[src/rtl/mem_display_scan.sv]
// mem_display_scan
//   Shows one 16-bit half of a captured 32-bit memory word on a 4-digit
//   multiplexed 7-segment display. A debounced push button flips which
//   half is shown. The decimal point on digit 0 marks the upper half.
//   Leading zero digits can optionally be blanked.
//
// Ports
//   clk         system clock, rising edge
//   rst_n       synchronous active-low reset
//   data_in     word to display, captured when data_valid=1
//   data_valid  single-cycle capture strobe
//   page_btn    raw asynchronous button; each debounced press toggles page
//   blank_lz    1 = blank leading zero digits (digit 0 is always shown)
//   AN          digit enables, active-low, AN[0] = least significant digit
//   seg         segments, active-low, {dp,g,f,e,d,c,b,a}
module mem_display_scan #(
  parameter int REFRESH_DIV  = 50000,
  parameter int DEBOUNCE_CNT = 500000
) (
  input  logic        clk,
  input  logic        rst_n,
  input  logic [31:0] data_in,
  input  logic        data_valid,
  input  logic        page_btn,
  input  logic        blank_lz,
  output logic [3:0]  AN,
  output logic [7:0]  seg
);

  localparam int RW = (REFRESH_DIV  > 2) ? $clog2(REFRESH_DIV)  : 1;
  localparam int DW = (DEBOUNCE_CNT > 2) ? $clog2(DEBOUNCE_CNT) : 1;

  logic [31:0]   disp_word;
  logic          page;
  logic [1:0]    btn_sync;
  logic          btn_db;
  logic [DW-1:0] db_cnt;
  logic [RW-1:0] ref_cnt;
  logic [1:0]    dig;

  function automatic logic [6:0] hex7(input logic [3:0] n);
    case (n)
      4'h0: hex7 = 7'h40;  4'h1: hex7 = 7'h79;
      4'h2: hex7 = 7'h24;  4'h3: hex7 = 7'h30;
      4'h4: hex7 = 7'h19;  4'h5: hex7 = 7'h12;
      4'h6: hex7 = 7'h02;  4'h7: hex7 = 7'h78;
      4'h8: hex7 = 7'h00;  4'h9: hex7 = 7'h10;
      4'hA: hex7 = 7'h08;  4'hB: hex7 = 7'h03;
      4'hC: hex7 = 7'h46;  4'hD: hex7 = 7'h21;
      4'hE: hex7 = 7'h06;  default: hex7 = 7'h0E;
    endcase
  endfunction

  // Debounce: the synchronized level must disagree with btn_db for
  // DEBOUNCE_CNT consecutive clocks; any agreement restarts the count.
  logic db_accept;
  assign db_accept = (btn_sync[1] != btn_db) && (db_cnt == DW'(DEBOUNCE_CNT - 1));

  always_ff @(posedge clk) begin
    if (!rst_n) begin
      disp_word <= '0;
      page      <= 1'b0;
      btn_sync  <= '0;
      btn_db    <= 1'b0;
      db_cnt    <= '0;
      ref_cnt   <= '0;
      dig       <= '0;
    end else begin
      if (data_valid) disp_word <= data_in;
      btn_sync <= {btn_sync[0], page_btn};
      if (btn_sync[1] == btn_db) begin
        db_cnt <= '0;
      end else if (db_accept) begin
        db_cnt <= '0;
        btn_db <= btn_sync[1];
        if (btn_sync[1]) page <= ~page;  // only the press edge flips page
      end else begin
        db_cnt <= db_cnt + 1'b1;
      end
      if (ref_cnt == RW'(REFRESH_DIV - 1)) begin
        ref_cnt <= '0;
        dig     <= dig + 2'd1;
      end else begin
        ref_cnt <= ref_cnt + 1'b1;
      end
    end
  end

  // Output decode from current state; registered so outputs trail the
  // scan index by exactly one clock.
  logic [15:0] half;
  logic [3:0]  nib;
  logic [3:0]  lead_zero;  // lead_zero[k]: nibbles k..3 are all zero
  logic        blank;

  always_comb begin
    half         = page ? disp_word[31:16] : disp_word[15:0];
    nib          = half[dig*4 +: 4];
    lead_zero    = '0;
    lead_zero[3] = (half[15:12] == 4'h0);
    lead_zero[2] = lead_zero[3] && (half[11:8] == 4'h0);
    lead_zero[1] = lead_zero[2] && (half[7:4]  == 4'h0);
    blank        = blank_lz && lead_zero[dig];
  end

  always_ff @(posedge clk) begin
    if (!rst_n) begin
      AN  <= 4'hF;
      seg <= 8'hFF;
    end else if (blank) begin
      AN  <= 4'hF;
      seg <= 8'hFF;
    end else begin
      AN  <= ~(4'b0001 << dig);
      seg <= {~((dig == 2'd0) && page), hex7(nib)};
    end
  end

endmodule
[config.mk]
export PLATFORM = sky130hd
export DESIGN_NAME = mem_display_scan
export DESIGN_NICKNAME = d
export VERILOG_FILES = /design/src/rtl/mem_display_scan.sv
export SDC_FILE = /design/constraint.sdc
export NUM_CORES = 1
export LEC_CHECK = 0
export CAP_MARGIN = 20
export CORE_ASPECT_RATIO = 0.5
export CORE_UTILIZATION = 49
export CTS_CLUSTER_SIZE = 40
export DETAILED_ROUTE_END_ITERATION = 8
export PLACE_DENSITY_LB_ADDON = 0.25
export REMOVE_ABC_BUFFERS = 1
export SLEW_MARGIN = 15
export SYNTH_ARGS = -nofsm -noshare
export SYNTH_HDL_FRONTEND = slang
export SYNTH_SLANG_ARGS = --single-unit
[constraint.sdc]
create_clock -name clk -period 2.72 [get_ports clk]
set_clock_uncertainty 0.1 [all_clocks]
set_input_delay 0.544 -clock clk [delete_from_list [all_inputs] [get_ports clk]]
set_output_delay 0.544 -clock clk [all_outputs]
set_load 0.005 [all_outputs]
# Word level (Yosys, flattened, before mapping)
# Memories as Yosys holds them, arrays and structs flattened. A register that Yosys moved wholly into a read port is not among the register bits.
# Cells that the tools add are included.
dict set report classes {
  add_sub_neg 3
  magnitude_cmp 1
  n_eq_ne 4
  n_shift 2
  muxes 3
  bitwise 5
  n_reduce_logical 14
}
# cell count
set ops {}
lappend ops {{19-bit by 1-bit adder with 19-bit output, second input constant} 1}
lappend ops {{19-bit == test, second input constant} 1}
lappend ops {{16-bit by 1-bit adder with 16-bit output, second input constant} 1}
lappend ops {{16-bit == test, second input constant} 1}
lappend ops {{16-bit two-way mux} 1}
lappend ops {{16-bit by 5-bit variable part select with 4-bit output} 1}
lappend ops {{4-bit zero test} 3}
lappend ops {{1-bit logical AND} 5}
lappend ops {{1-bit inverter} 4}
lappend ops {{4-bit inverter} 1}
lappend ops {{2-bit OR reduction} 2}
lappend ops {{1-bit by 2-bit left shift with 4-bit output, first input constant} 1}
lappend ops {{2-bit by 3-bit < comparator with 1-bit output, second input constant} 1}
lappend ops {{3-bit AND reduction} 1}
lappend ops {{3-bit OR reduction} 1}
lappend ops {{2-bit by 1-bit adder with 2-bit output, second input constant} 1}
lappend ops {{1-bit binary-select mux with 2-bit select} 1}
lappend ops {{2-bit zero test} 1}
lappend ops {{2-bit AND reduction} 1}
lappend ops {{1-bit == test} 1}
lappend ops {{1-bit two-way mux} 1}
lappend ops {{1-bit inequality test} 1}
dict set report word_totals {
  regBits 85
  mem_bits_ro 112
  input_bits 37
  output_inout_bits 12
  word_cells 42
  mem_count 1
}
# name words width read_ports rd_clocked_by_memory_dff wr line_no
set memory_table {}
lappend memory_table {{(no name shown)} 16 7 1 1 0 42} ;# case (n)

# Longest topological paths before layout
dict set report logic_depth {
  depth_word 8
  depth_mapped 10
  depth_no_buf 8
}

# Least setup slack after synthesis
# Ideal clock, no wire load.
dict set report synth_timing {
  path_kind {reg2reg}
  from {register dig[0]}
  to {register seg[3]}
  setup_time_ns 0.122
  t_arrival_ns 2.168
  required_time_ns 2.498
  setup_slack_ns 0.330
  path_stages_with_launch 9
  n_path_buf 1
  synth_period_minus_slack_ns 2.390
  path_cell_list {dfxtp_1 buf_6 mux4_2 mux2i_1 inv_1 ha_1 mux2_1 nor2_1 o21ai_1}
}
dict set report synth_via {
  elab_chain_len 4
  elab_cells_between_ends 5
  classes_between {1 x shift; 2 x mux; 2 x reduce/logical}
}
# item line_no
set synth_rtl {}
lappend synth_rtl {{from (decl)} 39} ;# logic [1:0] dig;
lappend synth_rtl {{from (signal assigned)} 82} ;# dig <= dig + 2'd1;
lappend synth_rtl {{1-bit binary-select mux with 2-bit select} 103} ;# blank = blank_lz && lead_zero[dig];
lappend synth_rtl {{1-bit two-way mux (implied by the code)} 103}
lappend synth_rtl {{1-bit logical AND} 103}
lappend synth_rtl {{2-bit OR reduction (no line)} -}
lappend synth_rtl {{to (decl)} 27} ;# output logic [7:0] seg
# Several ways; a longest one is shown, not always the timed one. The select of a mux whose other input is x is not followed.
# A chain may end at the register's enable or synchronous reset.

# Worst setup path in the final report
# Ends and elaborated chain as after synthesis.

==> results.md <==
- Area added between synthesis and finish: 22.8%
- Design area: around 0.0046 sq mm
- Detailed Place HPWL: 5.47 mm
- Synth area leaders: dfxtp_1, mux2i_1, nor2_1
- Initial Utilization: 51.0%
- Setup TNS: 0 ps
- Synthesized instance count: 387
- WL final: 7.44 mm
- PD cells: around 600 mW/mm^2
- Startpoint Class: register
- IO buf count: 48
- WP buf/inv: 1
- First-pass GRT wire length: 12.8 mm
- Max Fclk: 397 MHz
- Via count of the routed design: about 2800
- Slew Limit Fails: 0
- TritonCTS clock tree: built
- Status: complete, no violations
- Pre-antenna DRT Iters: 4
- Period utilization: 92.7%
- Final WS setup: 199 ps
- Hold Fails Final Rpt: 0
- Gpl congestion: roughly 0.78
- Max FO, Critical Path: 8
- CTS sink cnt: between 80 and 90
- Diodes inserted: 0
- Clk Latency, worst-skew pair: 340 ps
- Slew headroom: 50.8%
- Root Driver: clkbuf_16
- EDFF count, synth: 0
- Crit path largest cell delay: around 560 ps
- Starting DRC count in detailed routing: 165
- H-tree lvl count: 3
- Crit path kind: reg2reg
- Minimum clock period: 2520 ps
- Clock Path Buffers: 2
- CP max stage cell: dfxtp_1
- Peak supply drop: 0.326 mV
- CTS buffer count: 9
- Unrepaired setup endpoints after global routing: no
- Max_cap viols: 0
- Vias in the first global route: 2820
- Fin nets: 486
- Number of fill cells: about 600
- Resized cells post-CTS: 0
- Largest area contributor in the netlist: dfxtp_1
- Drt drc: 0
- Worst slew pin tran: 732 ps
- Vias per cell: between 5 and 6
- Post-synthesis sequential area ratio: between 40% and 50%
- Layout cells sized above 1: 7.71%
- Lkg Pwr: 1.82 nW
- Post-route antenna net violation count: 0
- # IOs: 49
- Largest net degree at the start of global routing: 39
- Cell Area, Synth: 0.00378 sq mm
- Clock transition at the registers of the reported paths: around 60 ps
- Post-CTS setup buffer count: 0
- Crit. End Element: register
- Total die area: 0.00809 sq mm
- Number of synthesized register bits: 85
- GR Overflow Total: 0
- Pre-CTS setup slack: about 200 ps
- Crit-path leading delay family: multiplexers
- # rows: 22
- Critical Path RT: about 2800 ps
- Worst EP arrival: 2620 ps
- Antenna violations before repair: 0
- Hold Path Class: reg2reg
- Die Span Y: 64.1 um
- Final Power: between 2 and 3 mW
- Distinct cells, synth: 44
- Chip Width: 126 um
- Worst Hold Slack: around 340 ps
- Hold-fix buffers, CTS: 0
- Synth warn: 0
- Routed len/inst: 13.8 um
- Area after DPL: 0.00433 sq mm
- Core outline area: 0.00740 sq mm
- Setup violations, final: 0
- Total Routing Usage GR: 20.3%
- Synth async-reset ratio: 0%
- Synth Flop Type: dfxtp_1
- CP cell instances: mux4_2, nand2_1, and2_1, inv_1, ha_1, mux2_1, nor2_1, o21ai_1
- Area share of the largest cell type after synthesis: 45.0%
- Syn Area/Cell: roughly 10 sq um
layout make-up:
type                       count  area [sq um]  share of cell area [%]
timing repair buffer          55           528                    11.4
clock buffer                  13           270                    5.82
inverter                      10          37.5                   0.809
sequential                    85          1700                    36.7
tap                           96           120                    2.59
multi-input combinational    275          1940                    41.8
clock inverter                 3          42.5                   0.916
power by group:
part,total [mW],switching (mW),internal [mW]
logic,0.229,0.0969,0.132
clock network,1.25,0.464,0.785
registers,1.32,0.0273,1.29
per-stage QoR:
step           cells  utilization, %
2_1_floorplan    370               -
3_3_place_gp     521            58.5
6_report         537            62.7
5_1_grt          537            62.7
3_5_place_dp     521            58.5
4_1_cts          537            62.7
cells in the mapped netlist (2+ instances only):
cell type,n
or4_1,2
o221ai_1,2
ha_1,13
nand4_1,7
o21ai_1,2
o211a_1,2
o22ai_1,2
nor4b_1,2
buf_6,2
buf_1,3
and3_1,7
xnor2_1,16
buf_4,4
xor2_1,17
nand2b_1,2
clkbuf_1,5
nor2_1,77
inv_1,10
and2_1,5
dfxtp_1,85
buf_2,3
mux2i_1,42
mux4_2,7
a21oi_1,2
nor3_1,8
nor4_1,5
nand3_1,16
o211ai_1,3
nand2_1,21
layer usage:
metal | GRT usage, % | up-vias | part of all wire (%) | wire, um
li1 | - | 1425 | - | -
met1 | 23.9 | 1358 | 46 | 3410
met2 | 34.9 | 45 | 49 | 3670
met3 | 5.70 | 13 | 3.5 | 260
met4 | 8.73 | 0 | 1.3 | 93
met5 | 0 | - | 0 | 0
sequential cells by signal, summed over array words and instances, names as in the netlist:
| signal | cells |
|---|---|
| db_cnt | 19 |
| btn_sync | 2 |
| seg | 8 |
| AN | 4 |
| disp_word | 32 |
| dig | 2 |
| btn_db | 1 |
| ref_cnt | 16 |
| page | 1 |
cells by family (layout without fill, tap and decap cells):
family                     after synthesis  after routing  share of synthesized area, %
buffers and inverters                   27             81                          3.58
adders and majority gates               13             13                          4.30
muxes                                   51             51                          16.0
DFF                                     85             85                          45.0
xor gates and xnor gates                33             33                          7.65
and+or+nand+nor                        162            162                          20.4
AOI/OAI and AO/OA                       16             16                          3.08
cell usage in the layout, fill, tap and decap left out, types with 2 or more instances in the layout:
cell type	synthesis	layout
o221ai_1	2	2
o211a_1	2	2
mux2i_1	42	42
inv_1	10	10
mux4_2	7	7
and3_1	7	7
nor3_1	8	8
xnor2_1	16	16
o22ai_1	2	2
nand2b_1	2	2
nor4b_1	2	2
clkbuf_16	0	9
xor2_1	17	17
o211ai_1	3	3
or4_1	2	2
nor4_1	5	5
clkbuf_8	0	3
buf_4	4	7
o21ai_1	2	2
ha_1	13	13
nand4_1	7	7
dfxtp_1	85	85
and2_1	5	5
nand3_1	16	16
nand2_1	21	21
nor2_1	77	77
clkdlybuf4s50_1	0	47
a21oi_1	2	2
final timing paths:
kind               startpoint           to  slack (ps)  cells past startpoint
hold reg to reg   btn_sync[0]  btn_sync[1]         340                      1
setup reg to reg       dig[0]       seg[3]         200                      8
setup / recovery       dig[0]       seg[3]         200                      8
hold / removal    btn_sync[0]  btn_sync[1]         340                      1
Note: power is estimated with default switching activity, not from simulation.
